`config.mk`:
```
export PLATFORM = sky130hd
export DESIGN_NAME = fpu_norm_round_flat
export DESIGN_NICKNAME = d
export VERILOG_FILES = /design/src/rtl/fpu_norm_round_pkg.sv /design/src/rtl/fpu_norm_round_if.sv /design/src/rtl/fpu_round_rne.sv /design/src/rtl/fpu_norm_round.sv /design/src/flat_wrapper.sv
export SDC_FILE = /design/constraint.sdc
export NUM_CORES = 1
export LEC_CHECK = 0
export CAP_MARGIN = 20
export CORE_MARGIN = 2
export CORE_UTILIZATION = 50
export CTS_BUF_LIST = sky130_fd_sc_hd__clkbuf_8
export CTS_CLUSTER_DIAMETER = 40
export DETAILED_ROUTE_END_ITERATION = 8
export PLACE_DENSITY = 0.73
export SLEW_MARGIN = 40
export SYNTH_ARGS = -nofsm -noshare
export SYNTH_HDL_FRONTEND = slang
export SYNTH_HIERARCHICAL = 1
export SYNTH_SLANG_ARGS = --single-unit
```
`constraint.sdc`:
```
create_clock -name clk -period 4.19 [get_ports clk]
set_input_delay 0.419 -clock clk [delete_from_list [all_inputs] [get_ports clk]]
set_output_delay 0.419 -clock clk [all_outputs]
set_load 0.01 [all_outputs]
```
`src/rtl/fpu_norm_round_pkg.sv`:
```
// Shared definitions for the FPU normalise/round stage: FSM states and flag bit positions.
package fpu_norm_round_pkg;

    typedef enum logic [1:0] {
        IDLE  = 2'd0,
        NORM  = 2'd1,
        ROUND = 2'd2,
        DONE  = 2'd3
    } state_t;

    localparam int FLG_OVF  = 3;
    localparam int FLG_UNF  = 2;
    localparam int FLG_INX  = 1;
    localparam int FLG_ZERO = 0;

endpackage

```
`src/rtl/fpu_norm_round_if.sv`:
```
// Input beat and result beat of the normalise/round stage, both valid/ready.
// Handshake: a beat transfers on a rising edge where valid and ready are both high;
// valid holds its data stable until that edge, and ready never depends on valid.
interface fpu_norm_round_if #(
    parameter int WIDTH  = 64,
    parameter int MANT_W = 53,
    parameter int EXP_W  = 11
);
    logic              in_valid;
    logic              in_ready;
    logic [WIDTH:0]    in_mag;
    logic              in_sign;
    logic [EXP_W-1:0]  in_exp;
    logic              out_valid;
    logic              out_ready;
    logic              out_sign;
    logic [EXP_W-1:0]  out_exp;
    logic [MANT_W-1:0] out_mant;
    logic [3:0]        out_flags;

    modport master (
        output in_valid, in_mag, in_sign, in_exp, out_ready,
        input  in_ready, out_valid, out_sign, out_exp, out_mant, out_flags
    );

    modport slave (
        input  in_valid, in_mag, in_sign, in_exp, out_ready,
        output in_ready, out_valid, out_sign, out_exp, out_mant, out_flags
    );
endinterface

```
`src/rtl/fpu_round_rne.sv`:
```
// Combinational round-to-nearest-even of a mantissa with guard/sticky bits.
// Shared by the add/sub, mul and div result paths.
module fpu_round_rne #(
    parameter int MANT_W = 53,
    parameter int EXP_W  = 11
) (
    input  logic [MANT_W-1:0] m_i,
    input  logic              g_i,
    input  logic              s_i,
    input  logic [EXP_W:0]    e_i,
    output logic [MANT_W-1:0] m_o,
    output logic [EXP_W:0]    e_o,
    output logic              inexact_o
);
    localparam logic [EXP_W:0] E_ONE = 1;

    logic          inc;
    logic [MANT_W:0] sum;

    assign inc       = g_i & (s_i | m_i[0]);
    assign sum       = {1'b0, m_i} + {{MANT_W{1'b0}}, inc};
    assign inexact_o = g_i | s_i;

    always_comb begin
        m_o = sum[MANT_W-1:0];
        e_o = e_i;
        if (sum[MANT_W]) begin
            m_o = {1'b1, {(MANT_W-1){1'b0}}};
            e_o = e_i + E_ONE;
        end else if (!m_i[MANT_W-1] && sum[MANT_W-1]) begin
            // A denormal that rounds up into the hidden bit becomes the smallest normal.
            e_o = E_ONE;
        end
    end
endmodule

```
`src/rtl/fpu_norm_round.sv`:
```
// Post-ALU normalise (1 bit per cycle) and round-to-nearest-even stage for FPU add/sub.
module fpu_norm_round
    import fpu_norm_round_pkg::*;
#(
    parameter int WIDTH  = 64,
    parameter int MANT_W = 53,
    parameter int EXP_W  = 11
) (
    input  logic               clk,
    input  logic               rst_n,
    fpu_norm_round_if.slave    bus,
    output state_t             dbg_state
);
    localparam int             GPOS    = WIDTH - 1 - MANT_W;
    localparam logic [EXP_W:0] E_ONE   = 1;
    localparam logic [EXP_W:0] EXP_MAX = {1'b0, {EXP_W{1'b1}}};

    state_t            state_q, state_d;
    logic [WIDTH:0]    r_q, r_d;
    logic [EXP_W:0]    e_q, e_d;
    logic              sticky_q, sticky_d;
    logic              sign_q, sign_d;
    logic              zero_q, zero_d;
    logic              out_sign_q, out_sign_d;
    logic [EXP_W-1:0]  out_exp_q, out_exp_d;
    logic [MANT_W-1:0] out_mant_q, out_mant_d;
    logic [3:0]        out_flags_q, out_flags_d;

    logic [MANT_W-1:0] m_rnd;
    logic [EXP_W:0]    e_rnd;
    logic              inx;

    fpu_round_rne #(.MANT_W(MANT_W), .EXP_W(EXP_W)) u_round (
        .m_i       (r_q[WIDTH-1 -: MANT_W]),
        .g_i       (r_q[GPOS]),
        .s_i       (sticky_q | (|r_q[GPOS-1:0])),
        .e_i       (e_q),
        .m_o       (m_rnd),
        .e_o       (e_rnd),
        .inexact_o (inx)
    );

    always_comb begin
        state_d     = state_q;
        r_d         = r_q;
        e_d         = e_q;
        sticky_d    = sticky_q;
        sign_d      = sign_q;
        zero_d      = zero_q;
        out_sign_d  = out_sign_q;
        out_exp_d   = out_exp_q;
        out_mant_d  = out_mant_q;
        out_flags_d = out_flags_q;
        case (state_q)
            IDLE: begin
                if (bus.in_valid) begin
                    r_d      = bus.in_mag;
                    e_d      = {1'b0, bus.in_exp};
                    sign_d   = bus.in_sign;
                    sticky_d = 1'b0;
                    zero_d   = 1'b0;
                    state_d  = NORM;
                end
            end
            NORM: begin
                if (r_q == '0) begin
                    zero_d  = 1'b1;
                    state_d = ROUND;
                end else if (r_q[WIDTH]) begin
                    sticky_d = sticky_q | r_q[0];
                    r_d      = r_q >> 1;
                    e_d      = e_q + E_ONE;
                    state_d  = ROUND;
                end else if (r_q[WIDTH-1] || (e_q <= E_ONE)) begin
                    state_d = ROUND;
                end else begin
                    r_d = r_q << 1;
                    e_d = e_q - E_ONE;
                end
            end
            ROUND: begin
                state_d     = DONE;
                out_flags_d = '0;
                out_sign_d  = sign_q;
                if (zero_q) begin
                    out_sign_d            = 1'b0;
                    out_exp_d             = '0;
                    out_mant_d            = '0;
                    out_flags_d[FLG_ZERO] = 1'b1;
                end else if (e_rnd >= EXP_MAX) begin
                    out_exp_d            = '1;
                    out_mant_d           = '0;
                    out_flags_d[FLG_OVF] = 1'b1;
                    out_flags_d[FLG_INX] = 1'b1;
                end else if (!m_rnd[MANT_W-1]) begin
                    // Still subnormal after rounding: biased exponent encodes as zero.
                    out_exp_d            = '0;
                    out_mant_d           = m_rnd;
                    out_flags_d[FLG_UNF] = inx;
                    out_flags_d[FLG_INX] = inx;
                end else begin
                    out_exp_d            = e_rnd[EXP_W-1:0];
                    out_mant_d           = m_rnd;
                    out_flags_d[FLG_INX] = inx;
                end
            end
            DONE: begin
                if (bus.out_ready) state_d = IDLE;
            end
            default: state_d = IDLE;
        endcase
    end

    always_ff @(posedge clk or negedge rst_n) begin
        if (!rst_n) begin
            state_q     <= IDLE;
            r_q         <= '0;
            e_q         <= '0;
            sticky_q    <= 1'b0;
            sign_q      <= 1'b0;
            zero_q      <= 1'b0;
            out_sign_q  <= 1'b0;
            out_exp_q   <= '0;
            out_mant_q  <= '0;
            out_flags_q <= '0;
        end else begin
            state_q     <= state_d;
            r_q         <= r_d;
            e_q         <= e_d;
            sticky_q    <= sticky_d;
            sign_q      <= sign_d;
            zero_q      <= zero_d;
            out_sign_q  <= out_sign_d;
            out_exp_q   <= out_exp_d;
            out_mant_q  <= out_mant_d;
            out_flags_q <= out_flags_d;
        end
    end

    assign bus.in_ready  = (state_q == IDLE);
    assign bus.out_valid = (state_q == DONE);
    assign bus.out_sign  = out_sign_q;
    assign bus.out_exp   = out_exp_q;
    assign bus.out_mant  = out_mant_q;
    assign bus.out_flags = out_flags_q;
    assign dbg_state     = state_q;
endmodule

```
`src/flat_wrapper.sv`:
```
// flat-port wrapper written by rule: the top's interface ports become plain ports
module fpu_norm_round_flat import fpu_norm_round_pkg::*;
#(
    parameter int WIDTH  = 64,
    parameter int MANT_W = 53,
    parameter int EXP_W  = 11
)
  (clk, rst_n, dbg_state, bus_in_valid, bus_in_mag, bus_in_sign, bus_in_exp, bus_out_ready, bus_in_ready, bus_out_valid, bus_out_sign, bus_out_exp, bus_out_mant, bus_out_flags);
  fpu_norm_round_if #(.WIDTH(WIDTH), .MANT_W(MANT_W), .EXP_W(EXP_W)) bus_i ();
  input  logic clk;
  input  logic rst_n;
  output state_t dbg_state;
  input wire logic [$bits(bus_i.in_valid)-1:0] bus_in_valid;
  input wire logic [$bits(bus_i.in_mag)-1:0] bus_in_mag;
  input wire logic [$bits(bus_i.in_sign)-1:0] bus_in_sign;
  input wire logic [$bits(bus_i.in_exp)-1:0] bus_in_exp;
  input wire logic [$bits(bus_i.out_ready)-1:0] bus_out_ready;
  output wire logic [$bits(bus_i.in_ready)-1:0] bus_in_ready;
  output wire logic [$bits(bus_i.out_valid)-1:0] bus_out_valid;
  output wire logic [$bits(bus_i.out_sign)-1:0] bus_out_sign;
  output wire logic [$bits(bus_i.out_exp)-1:0] bus_out_exp;
  output wire logic [$bits(bus_i.out_mant)-1:0] bus_out_mant;
  output wire logic [$bits(bus_i.out_flags)-1:0] bus_out_flags;
  assign bus_i.in_valid = bus_in_valid;
  assign bus_i.in_mag = bus_in_mag;
  assign bus_i.in_sign = bus_in_sign;
  assign bus_i.in_exp = bus_in_exp;
  assign bus_i.out_ready = bus_out_ready;
  assign bus_in_ready = bus_i.in_ready;
  assign bus_out_valid = bus_i.out_valid;
  assign bus_out_sign = bus_i.out_sign;
  assign bus_out_exp = bus_i.out_exp;
  assign bus_out_mant = bus_i.out_mant;
  assign bus_out_flags = bus_i.out_flags;
  fpu_norm_round #(.WIDTH(WIDTH), .MANT_W(MANT_W), .EXP_W(EXP_W)) u_core (.clk(clk), .rst_n(rst_n), .bus(bus_i), .dbg_state(dbg_state));
endmodule
```
### Word level (Yosys, flattened, before mapping)

Index checks and enable logic that the tools add are counted.

* word-level logic and storage cells: 81
* register bits: 151

* order comparisons: 2
* bitwise logic cells: 5
* reduce and logical (&&, ||, !) cells: 13
* add/sub/neg operators: 3
* equal/unequal tests: 10
* mux-type cells: 37

Operator list (count)
* $mux 65: 4
* $mux 53: 3
* $pmux 65 s2: 1
* $mux 12: 6
* $logic_not 65->1: 1
* $add 53x1->54: 1
* $mux 11: 3
* $pmux 12 s2: 1
* $add 12x1->12 const B: 1
* $ge 12x11->1 const B: 1
* $le 12x1->1 const B: 1
* $sub 12x1->12 const B: 1
* $mux 1: 10
* $mux 2: 5
* $reduce_or 10->1: 1
* $reduce_and 3->1: 3
* $pmux 2 s4: 1
* $reduce_and 4->1: 2
* $ne 2x2->1 const B: 3
* $eq 2x2->1 const B: 2
* $ne 2x1->1 const B: 2
* $ne 4x1->1 const B: 1
* $or 1x1->1: 4
* $pmux 1 s2: 2
* 10 further kinds: 10

### Depth between registers and ports, before layout

Gate-level depths: netlist of the first run.

* word-level depth: 11
* depth in mapped cells: 20
* depth with buffers taken out: 19

### Modules after synthesis

Netlist of the first run, hierarchy kept.

By module, submodules not included
* fpu_norm_round: area each 7464.7 µm², cells an instance 711, instances 1
* fpu_round_rne: area each 1719.1 µm², cells an instance 271, instances 1

### Least setup slack after synthesis of the first run

No wires, ideal clock.

* path type: register to register
* start: reg u_core.r_q[5]
* end: reg u_core.out_mant_q[0] (netlist: u_core/bus.out_mant[0])
* data arrival time: 3.789 ns
* stages on the path, launching flop included: 21
* library setup time: 0.066 ns
* slack: 0.335 ns
* data required time: 4.124 ns
* period minus slack after synthesis: 3.855 ns
* buffers on the path: 2
* cells stage by stage: dfrtp_1 -> nor4_1 -> nand3_1 -> or2_2 -> o21a_1 -> ha_1 -> ha_1 -> nand3_1 -> nor2_1 -> nand4_1 -> nor4_1 -> ha_1 -> a21oi_1 -> buf_2 -> a21o_1 -> nand4_1 -> nor2_1 -> a41o_1 -> nor3_1 -> clkbuf_1 -> a22o_1

* word-level cells in the longest chain between the ends: 11
* elaborated cells between the ends (all ways): 12
* those cells by class: add/sub (1); order compare (1); mux (5); bitwise (3); reduce/logical (2)

Ends and longest elaborated chain
* start, declared: RTL line fpu_norm_round.sv:19 `logic [WIDTH:0] r_q, r_d;`
* start signal, assigned: RTL line fpu_norm_round.sv:128 `r_q <= r_d;`
* $reduce_or 10->1 (*): RTL line fpu_norm_round.sv:36 `.s_i (sticky_q | (|r_q[GPOS-1:0])),`
* $or 1x1->1 (*): RTL line fpu_norm_round.sv:36
* $or 1x1->1 (*): RTL line fpu_round_rne.sv:20 `assign inc = g_i & (s_i | m_i[0]);`
* $and 1x1->1 (*): RTL line fpu_round_rne.sv:20
* $add 53x1->54 (*): RTL line fpu_round_rne.sv:21 `assign sum = {1'b0, m_i} + {{MANT_W{1'b0}}, inc};`
* $logic_and 1x1->1: RTL line fpu_round_rne.sv:30 `end else if (!m_i[MANT_W-1] && sum[MANT_W-1]) begin`
* $mux 12: RTL line fpu_round_rne.sv:30
* $mux 12 (*): RTL line fpu_round_rne.sv:27 `if (sum[MANT_W]) begin`
* named net u_core.e_rnd[6]: RTL line fpu_norm_round.sv:30 `logic [EXP_W:0] e_rnd;`
* $ge 12x11->1 (*): RTL line fpu_norm_round.sv:90 `end else if (e_rnd >= EXP_MAX) begin`
* $mux 53 (*): RTL line fpu_norm_round.sv:90
* $mux 53 (*): RTL line fpu_norm_round.sv:85 `if (zero_q) begin`
* end signal, assigned: RTL line fpu_norm_round.sv:135 `out_mant_q <= out_mant_d;`
* end, declared: RTL line fpu_norm_round.sv:26 `logic [MANT_W-1:0] out_mant_q, out_mant_d;`

The timed path passes the listed nets; every way through them passes the cells marked *.
A chain may end at the register's enable or synchronous reset.

### Final worst setup path of the first run

* start: reg u_core.r_q[9]
* end: reg u_core.out_flags_q[2] (netlist: u_core/bus.out_flags[2])

* word-level cells in the longest chain between the ends: 11
* elaborated cells between the ends (all ways): 14
* those cells by class: add/sub (1); order compare (1); mux (6); bitwise (4); reduce/logical (2)

Ends and longest elaborated chain
* $reduce_or 10->1 (*): RTL line fpu_norm_round.sv:36
* $or 1x1->1 (*): RTL line fpu_norm_round.sv:36
* $or 1x1->1 (*): RTL line fpu_round_rne.sv:20
* $and 1x1->1 (*): RTL line fpu_round_rne.sv:20
* $add 53x1->54 (*): RTL line fpu_round_rne.sv:21
* $logic_and 1x1->1: RTL line fpu_round_rne.sv:30
* $mux 12: RTL line fpu_round_rne.sv:30
* $mux 12 (*): RTL line fpu_round_rne.sv:27
* named net u_core.e_rnd[4]: RTL line fpu_norm_round.sv:30
* $ge 12x11->1 (*): RTL line fpu_norm_round.sv:90
* $mux 1 (*): RTL line fpu_norm_round.sv:90
* $mux 3 (*): RTL line fpu_norm_round.sv:85
* end signal, assigned: RTL line fpu_norm_round.sv:136 `out_flags_q <= out_flags_d;`
* end, declared: RTL line fpu_norm_round.sv:27 `logic [3:0] out_flags_q, out_flags_d;`

Marked as above.

==> metrics.md, run 1 <==
| Metric | Value |
|---|---|
| Rel. slew slack | `0.426` |
| Worst Reg2Reg Path Length in Cells | `20` |
| First-pass GRT wire length | `41,700 µm` |
| Avg Cell Area, Syn | `9.35 µm²` |
| CTS tree | `done` |
| Synth area leaders | `dfrtp_1 (41%), a21o_1 (6.0%), a211oi_1 (5.7%)` |
| Peak supply drop | `0.506 mV` |
| Critical Path End | `u_core/bus.out_flags[2]` |
| Crit-path max FO | `53` |
| Post-Route Setup TNS | `0 ns` |
| Asr flop ratio synth | `1.00` |
| Final WS setup | `0.206 ns` |
| Die ar. | `0.0195 mm²` |
| CTS Buf Count | `17` |
| Post-layout util | `0.632` |
| Fmax achieved | `251 MHz` |
| R2R Path Start | `u_core/r_q[9]` |
| Core area | `0.0180 mm²` |
| Synthesized area | `0.00918 mm²` |
| Area post-placement | `0.0108 mm²` |
| Row cnt | `49` |
| Final period util | `0.951` |
| Beginning of the critical path | `u_core/r_q[9]` |
| CTS root buffer | `clkbuf_8` |
| PD cells | `792 mW/mm²` |
| # H-tree levels | `4` |
| Largest net degree at the start of global routing | `104` |
| Post-synth top area share | `0.411` |
| GRT Total Usage | `0.265` |
| Pre-CTS setup slack | `0.157 ns` |
| Post-DRT Antenna Nets | `0` |
| Endpoints failing setup | `0` |
| Sequential share of the synthesized area | `0.411` |
| Chip width | `140 µm` |
| Syn_nets | `1,074` |
| Final net count | `1,194` |
| Drt wl/cell | `19.3 µm` |
| Worst slew pin tran | `0.854 ns` |
| Finished Cell Area | `0.0114 mm²` |
| Total Wirelength | `25,900 µm` |
| Critical path type | `flip-flop to flip-flop` |
| Cells along the critical path | `nor4_2, nand3_1, or2_2, o21a_1, ha_1, ha_1, nand3_2, nor2_1, nand4_1, nor4_2, ha_1, a21oi_1, buf_4, a21o_1, nand4_1, nor2_1, a41o_1, nor3_2, buf_12, a32o_1` |
| Most used cell, CP | `ha_1` |
| Crit path max-delay cell type | `dfrtp_1` |
| Num ports | `154` |
| Ys flop type | `dfrtp_1` |
| Hpwl dp | `17,600 µm` |
| Share of cells above drive strength 1 | `0.0825` |
| Critical Path RT | `4.54 ns` |
| Max-Cap Viols | `0` |
| GPL Wtd Cong | `0.906` |
| RSZ-0062 raised after global routing | `true` |
| Crit path largest cell delay | `0.43 ns` |
| Clock skew | `0.0135 ns` |
| CTS clk-pin slew, worst paths | `0.08 ns` |
| Max Slew Vio Count | `0` |
| FF+latch count, synth | `151` |
| Tmin final | `3.98 ns` |
| Critical Path Start Type | `flip-flop` |
| Ant diodes | `0` |
| Netlist cell types | `62` |
| R2R setup slack | `0.21 ns` |
| Post-synth EDFFs | `0` |
| Final std cells w/o fill | `1,344` |
| Yosys warnings | `6` |
| Final Hold Fails | `0` |
| Drt via density | `6.35` |
| Status | `finished clean` |
| Min-delay worst type | `input port to async pin` |
| Die Ht | `140 µm` |
| Reg2reg end | `u_core/bus.out_flags[2]` |
| Antenna violations before repair | `0` |
| I/O Buffers | `153` |
| CTS max path bufs | `2` |
| Leakage power | `4.85 nW` |
| Cell total after placement | `1,309` |
| Cells after synthesis | `982` |
| DRT iter0 DRCs | `979` |
| DR DRC count | `0` |
| Pre-antenna DRT Iters | `6` |
| Crit end category | `flip-flop` |
| CP arrival | `4.33 ns` |
| Global route total overflow | `0` |
| Worst skew pair latency | `0.46 ns` |
| Clock sink count | `151` |
| Area delta synth->final | `23.7%` |
| Via Count | `8,539` |
| Vias in the first global route | `7,717` |
| Area leader, netlist | `dfrtp_1` |
| Initial Util | `0.511` |
## cells in the mapped netlist, drive strengths merged (2+ instances only)
master / instances
nand2: 41
and3: 13
nor4: 34
clkbuf: 47
nand2b: 7
a22oi: 62
a2111oi: 3
a22o: 54
a221o: 11
o31ai: 4
o2bb2ai: 3
xor2: 16
a21oi: 8
and4: 3
mux2: 4
nor3: 27
o32a: 4
nand4: 25
dfrtp: 151
nand3: 27
a31oi: 4
a41oi: 3
nor2b: 6
o22ai: 3
xnor2: 34
and2: 2
o21ai: 19
inv: 20
o211a: 2
mux2i: 2
or4: 6
a211oi: 70
ha: 11
or3: 8
nor2: 123
or2: 8
o32ai: 3
a21o: 73
buf: 30
## timing repair
action | in CTS | in global routing
hold buffers | 0 | 1
buffers inserted | 0 | 1
endpoints found under the setup margin | 0 | 65
endpoints found under the hold margin | 0 | 20
gates resized for setup | 0 | 5
## metal layers
metal	GRT usage	vias to the layer above	routed length, µm
li1	-	3976	-
met1	0.401	4175	12000
met2	0.390	349	11800
met3	0.0406	39	1590
met4	0.0872	0	515
met5	0	-	0
## final cells by class
| cell class | instances | area, µm² |
|---|---|---|
| clock buffer | 24 | 330 |
| clock inverter | 8 | 116 |
| fill | 1532 | 6610 |
| inverter | 20 | 75.1 |
| multi-input combinational | 734 | 4990 |
| sequential | 151 | 3780 |
| tap | 229 | 287 |
| timing repair buffer | 178 | 1780 |
## through the flow
step | hold slack, ns | total power, W
global placement | 0.483 | 0.00758
CTS | 0.0129 | 0.00897
finish | 0.378 | 0.00900
global route | 0.372 | 0.00965
floorplan | 0.123 | 0.00621
detailed placement | 0.486 | 0.00770
## flip-flops by register name (all words and copies together) (netlist names)
register	cells
u_core/r_q	65
u_core/bus.out_mant	53
u_core/e_q	12
u_core/bus.out_exp	11
u_core/bus.out_flags	4
u_core/dbg_state	2
u_core/bus.out_sign	1
u_core/sign_q	1
u_core/sticky_q	1
u_core/zero_q	1
## layout by cell type, fill, tap and decap left out, types with 4 or more instances in the layout
cell type and count:
clkdlybuf4s50_1 152, dfrtp_1 150, nor2_1 122, a21o_1 73
a211oi_1 70, a22oi_1 62, a22o_1 54, nand2_1 41
xnor2_1 34, nor4_1 27, nand3_1 26, clkbuf_8 24
nand4_1 24, nor3_1 23, inv_1 20, buf_4 20
o21ai_0 19, xor2_1 16, and3_1 13, a221o_1 11
ha_1 10, or2_2 8, or3_1 8, a21oi_1 8
nand2b_1 7, nor4_2 6, or4_1 6, nor2b_1 5
o31ai_1 4, o32a_1 4
## worst max-delay path: cells and delay by family (launching register included)
kind	cells	cell delay, ns
simple gates	10	1.41
compound gates	5	0.99
fa+ha+maj	3	0.64
flops	1	0.43
buf+inv	2	0.39
## report_power, final
group	internal [W]	switching (W)	total, W
clock network	0.000696	0.000549	0.00125
registers	0.00214	0.00103	0.00317
logic	0.00223	0.00235	0.00458
## logic make-up (layout without fill, tap and decap cells)
| logic type | after synthesis | count (layout) | share of synthesized area |
|---|---|---|---|
| AO/OA/AOI/OAI | 333 | 333 | 0.280 |
| XOR/XNOR | 50 | 50 | 0.0477 |
| adder cells (fa/ha/maj) | 11 | 11 | 0.0150 |
| buffers and inverters | 97 | 230 | 0.0523 |
| flip-flops | 151 | 151 | 0.411 |
| multiplexers | 6 | 6 | 0.00708 |
| AND/OR/NAND/NOR | 334 | 334 | 0.186 |
## worst min-delay path by stage
stage / depth (start not counted) / from / to
5_1_grt: 2 / rst_n / u_core/r_q[57]
6_report: 2 / rst_n / u_core/zero_q
4_1_cts: 1 / rst_n / u_core/r_q[59]
3_3_place_gp: 1 / u_core/bus.out_flags[3] / u_core/bus.out_flags[3]
2_1_floorplan: 0 / rst_n / u_core/bus.out_exp[0]
3_5_place_dp: 1 / u_core/bus.out_flags[3] / u_core/bus.out_flags[3]
No activity file was read; power rests on OpenSTA's default activity.
==> run 2: changes to the inputs <==
Settings changed: CTS_CLUSTER_SIZE set to 24, HOLD_SLACK_MARGIN set to 0.02.
==> run 2 against run 1 <==
Against the previous run: sequential share of layout area stayed put; clock power hardly changed; flip-flop and latch count stayed put; die area stayed put; combinational power hardly changed; cell area stayed put; cell count stayed put; register-to-register slack hardly changed; sequential power hardly changed; largest cell class unchanged; largest power group unchanged.
==> metrics.md, run 2 (same netlist as run 1, synthesis figures left out) <==
| Metric | Value |
|---|---|
| Status | `finished clean` |
| RSZ-0062 raised after global routing | `true` |
| Via Count | `8,531` |
| Drt via density | `6.35` |
| Initial Util | `0.511` |
| Critical path type | `flip-flop to flip-flop` |
| Clock skew | `0.0152 ns` |
| Layer with the highest usage | `met1` |
| Ant diodes | `0` |
| CTS root buffer | `clkbuf_8` |
| Antenna violations before repair | `0` |
| Num ports | `154` |
| Max Slew Vio Count | `0` |
| Share of cells above drive strength 1 | `0.0825` |
| GRT Total Usage | `0.265` |
| Crit-path max FO | `53` |
| Min-delay worst type | `input port to async pin` |
| CTS Buf Count | `17` |
| Worst slew pin tran | `0.860 ns` |
| Fillers | `1,530` |
| Crit path depth | `20` |
| GPL Wtd Cong | `0.906` |
| Commonest non-fill, non-tap cell in the layout | `clkdlybuf4s50_1` |
| Endpoints failing setup | `0` |
| Critical Path End | `u_core/bus.out_flags[2]` |
| I/O Buffers | `153` |
| R2R Path Start | `u_core/r_q[9]` |
| CTS clk-pin slew, worst paths | `0.08 ns` |
| Post-Route Setup TNS | `0 ns` |
| Clock sink count | `151` |
| Max-Cap Viols | `0` |
| Most frequent cells in the layout | `clkdlybuf4s50_1 (152), dfrtp_1 (150), nor2_1 (122)` |
| DR DRC count | `0` |
| Vias in the first global route | `7,717` |
| Area of the multi-input gates | `0.00499 mm²` |
| DRT iter0 DRCs | `956` |
| Post-DRT Antenna Nets | `0` |
| Global route total overflow | `0` |
| Largest net degree at the start of global routing | `104` |
| Register area | `0.00378 mm²` |
| Met2 GRT Util | `0.390` |
| Area delta synth->final | `23.7%` |
| Pre-antenna DRT Iters | `5` |
| GRT met1 Usage | `0.401` |
| # H-tree levels | `4` |
| Drt wl/cell | `19.2 µm` |
| CTS tree | `done` |
| Cells along the critical path | `nor4_2, nand3_1, or2_2, o21a_1, ha_1, ha_1, nand3_2, nor2_1, nand4_1, nor4_2, ha_1, a21oi_1, buf_4, a21o_1, nand4_1, nor2_1, a41o_1, nor3_2, buf_12, a32o_1` |
| Final net count | `1,194` |
| CP arrival | `4.34 ns` |
| First-pass GRT wire length | `41,700 µm` |
| Max reg flops | `65` |
| Tmin final | `3.99 ns` |
| PD cells | `793 mW/mm²` |
| R2R setup slack | `0.20 ns` |
| Reg2reg end | `u_core/bus.out_flags[2]` |
| GR Util met3 | `0.0406` |
| Peak supply drop | `0.507 mV` |
| Reg with most FFs | `u_core/r_q` |
| Critical Path Start Type | `flip-flop` |
| Beginning of the critical path | `u_core/r_q[9]` |
| Delay-heaviest family, CP | `simple AND/OR/NAND/NOR gates` |
| Critical Path RT | `4.54 ns` |
| Worst skew pair latency | `0.47 ns` |
| Core area | `0.0180 mm²` |
| Crit end category | `flip-flop` |
| Total Wirelength | `25,800 µm` |
| Fmax achieved | `251 MHz` |
| Die ar. | `0.0195 mm²` |
| Most used cell, CP | `ha_1` |
| Rel. slew slack | `0.422` |
| Final period util | `0.951` |
| Crit path largest cell delay | `0.43 ns` |
| Hpwl dp | `17,600 µm` |
| CTS max path bufs | `2` |
| Final Hold Fails | `0` |
| Chip width | `140 µm` |
| Row cnt | `49` |
| Crit path max-delay cell type | `dfrtp_1` |
| Die Ht | `140 µm` |
| Worst Reg2Reg Path Length in Cells | `20` |
| Worst Hold Slack | `0.368 ns` |
| Leakage power | `4.85 nW` |
| Sum of buffers and inverters on the critical path | `2` |
| Post-layout util | `0.632` |
-- run 2: cell counts in the layout (fill, tap and decap cells not counted) --
No cell type changed its count.
-- run 2: layout make-up --
type | count | area share
clock inverters | 8 | 0.0102
clock buffers | 24 | 0.0291
inverters | 20 | 0.00661
well taps | 229 | 0.0252
flip-flops and latches | 151 | 0.333
repair buffers | 178 | 0.156
multi-input cells | 734 | 0.439
-- run 2: per-stage QoR --
stage | power [W] | cell area (µm²) | instances | setup WS, ns
2_1_floorplan | 0.00621 | 9180 | 982 | 0.335
3_3_place_gp | 0.00758 | 10800 | 1309 | 0.251
4_1_cts | 0.00897 | 11300 | 1342 | 0.125
6_report | 0.00900 | 11400 | 1344 | 0.205
5_1_grt | 0.00965 | 11400 | 1344 | -0.0547
3_5_place_dp | 0.00770 | 10800 | 1309 | 0.157
-- run 2: worst min-delay path by stage --
stage,startpoint,to,cells after the start
floorplan,rst_n,u_core/bus.out_exp[0],0
global placement,u_core/bus.out_flags[3],u_core/bus.out_flags[3],1
detailed placement,u_core/bus.out_flags[3],u_core/bus.out_flags[3],1
CTS,u_core/bus.out_flags[3],u_core/bus.out_flags[3],1
global route,rst_n,u_core/r_q[57],2
finish,rst_n,u_core/r_q[64],2
-- run 2: worst register-to-register path, stage by stage, from the launching register on --
cell	delay, ns
dfrtp_1	0.43
nor4_2	0.28
nand3_1	0.12
or2_2	0.30
o21a_1	0.19
ha_1	0.19
ha_1	0.25
nand3_2	0.13
nor2_1	0.08
nand4_1	0.12
nor4_2	0.07
ha_1	0.20
a21oi_1	0.13
buf_4	0.19
a21o_1	0.19
nand4_1	0.10
nor2_1	0.11
a41o_1	0.25
nor3_2	0.07
buf_12	0.20
a32o_1	0.28
-- run 2: power breakdown --
group | leakage, nW | switching, W | internal (W) | total [W]
combinational | 2.75 | 0.00235 | 0.00223 | 0.00458
clock | 0.232 | 0.000556 | 0.000696 | 0.00125
sequential | 1.87 | 0.00103 | 0.00214 | 0.00317
total | 4.85 | 0.00393 | 0.00507 | 0.00900
-- run 2: repair_timing --
item / in CTS / in global routing
setup endpoints to repair: 0 / 65
hold buffers: 1 / 0
gates resized for setup: 0 / 5
buffers inserted: 0 / 1
endpoints found under the hold margin: 13 / 0
-- run 2: routing by layer --
| metal | wire (µm) | vias up |
|---|---|---|
| met5 | 0 | - |
| met4 | 513 | 0 |
| met3 | 1680 | 36 |
| met2 | 11700 | 355 |
| met1 | 11900 | 4168 |
| li1 | - | 3972 |
==> run 3: changes to the inputs <==
Settings changed: CTS_CLUSTER_SIZE 24 to not set.
==> results of run 3 <==
The final DEF is identical to that of run 2; final timing and power are the same.
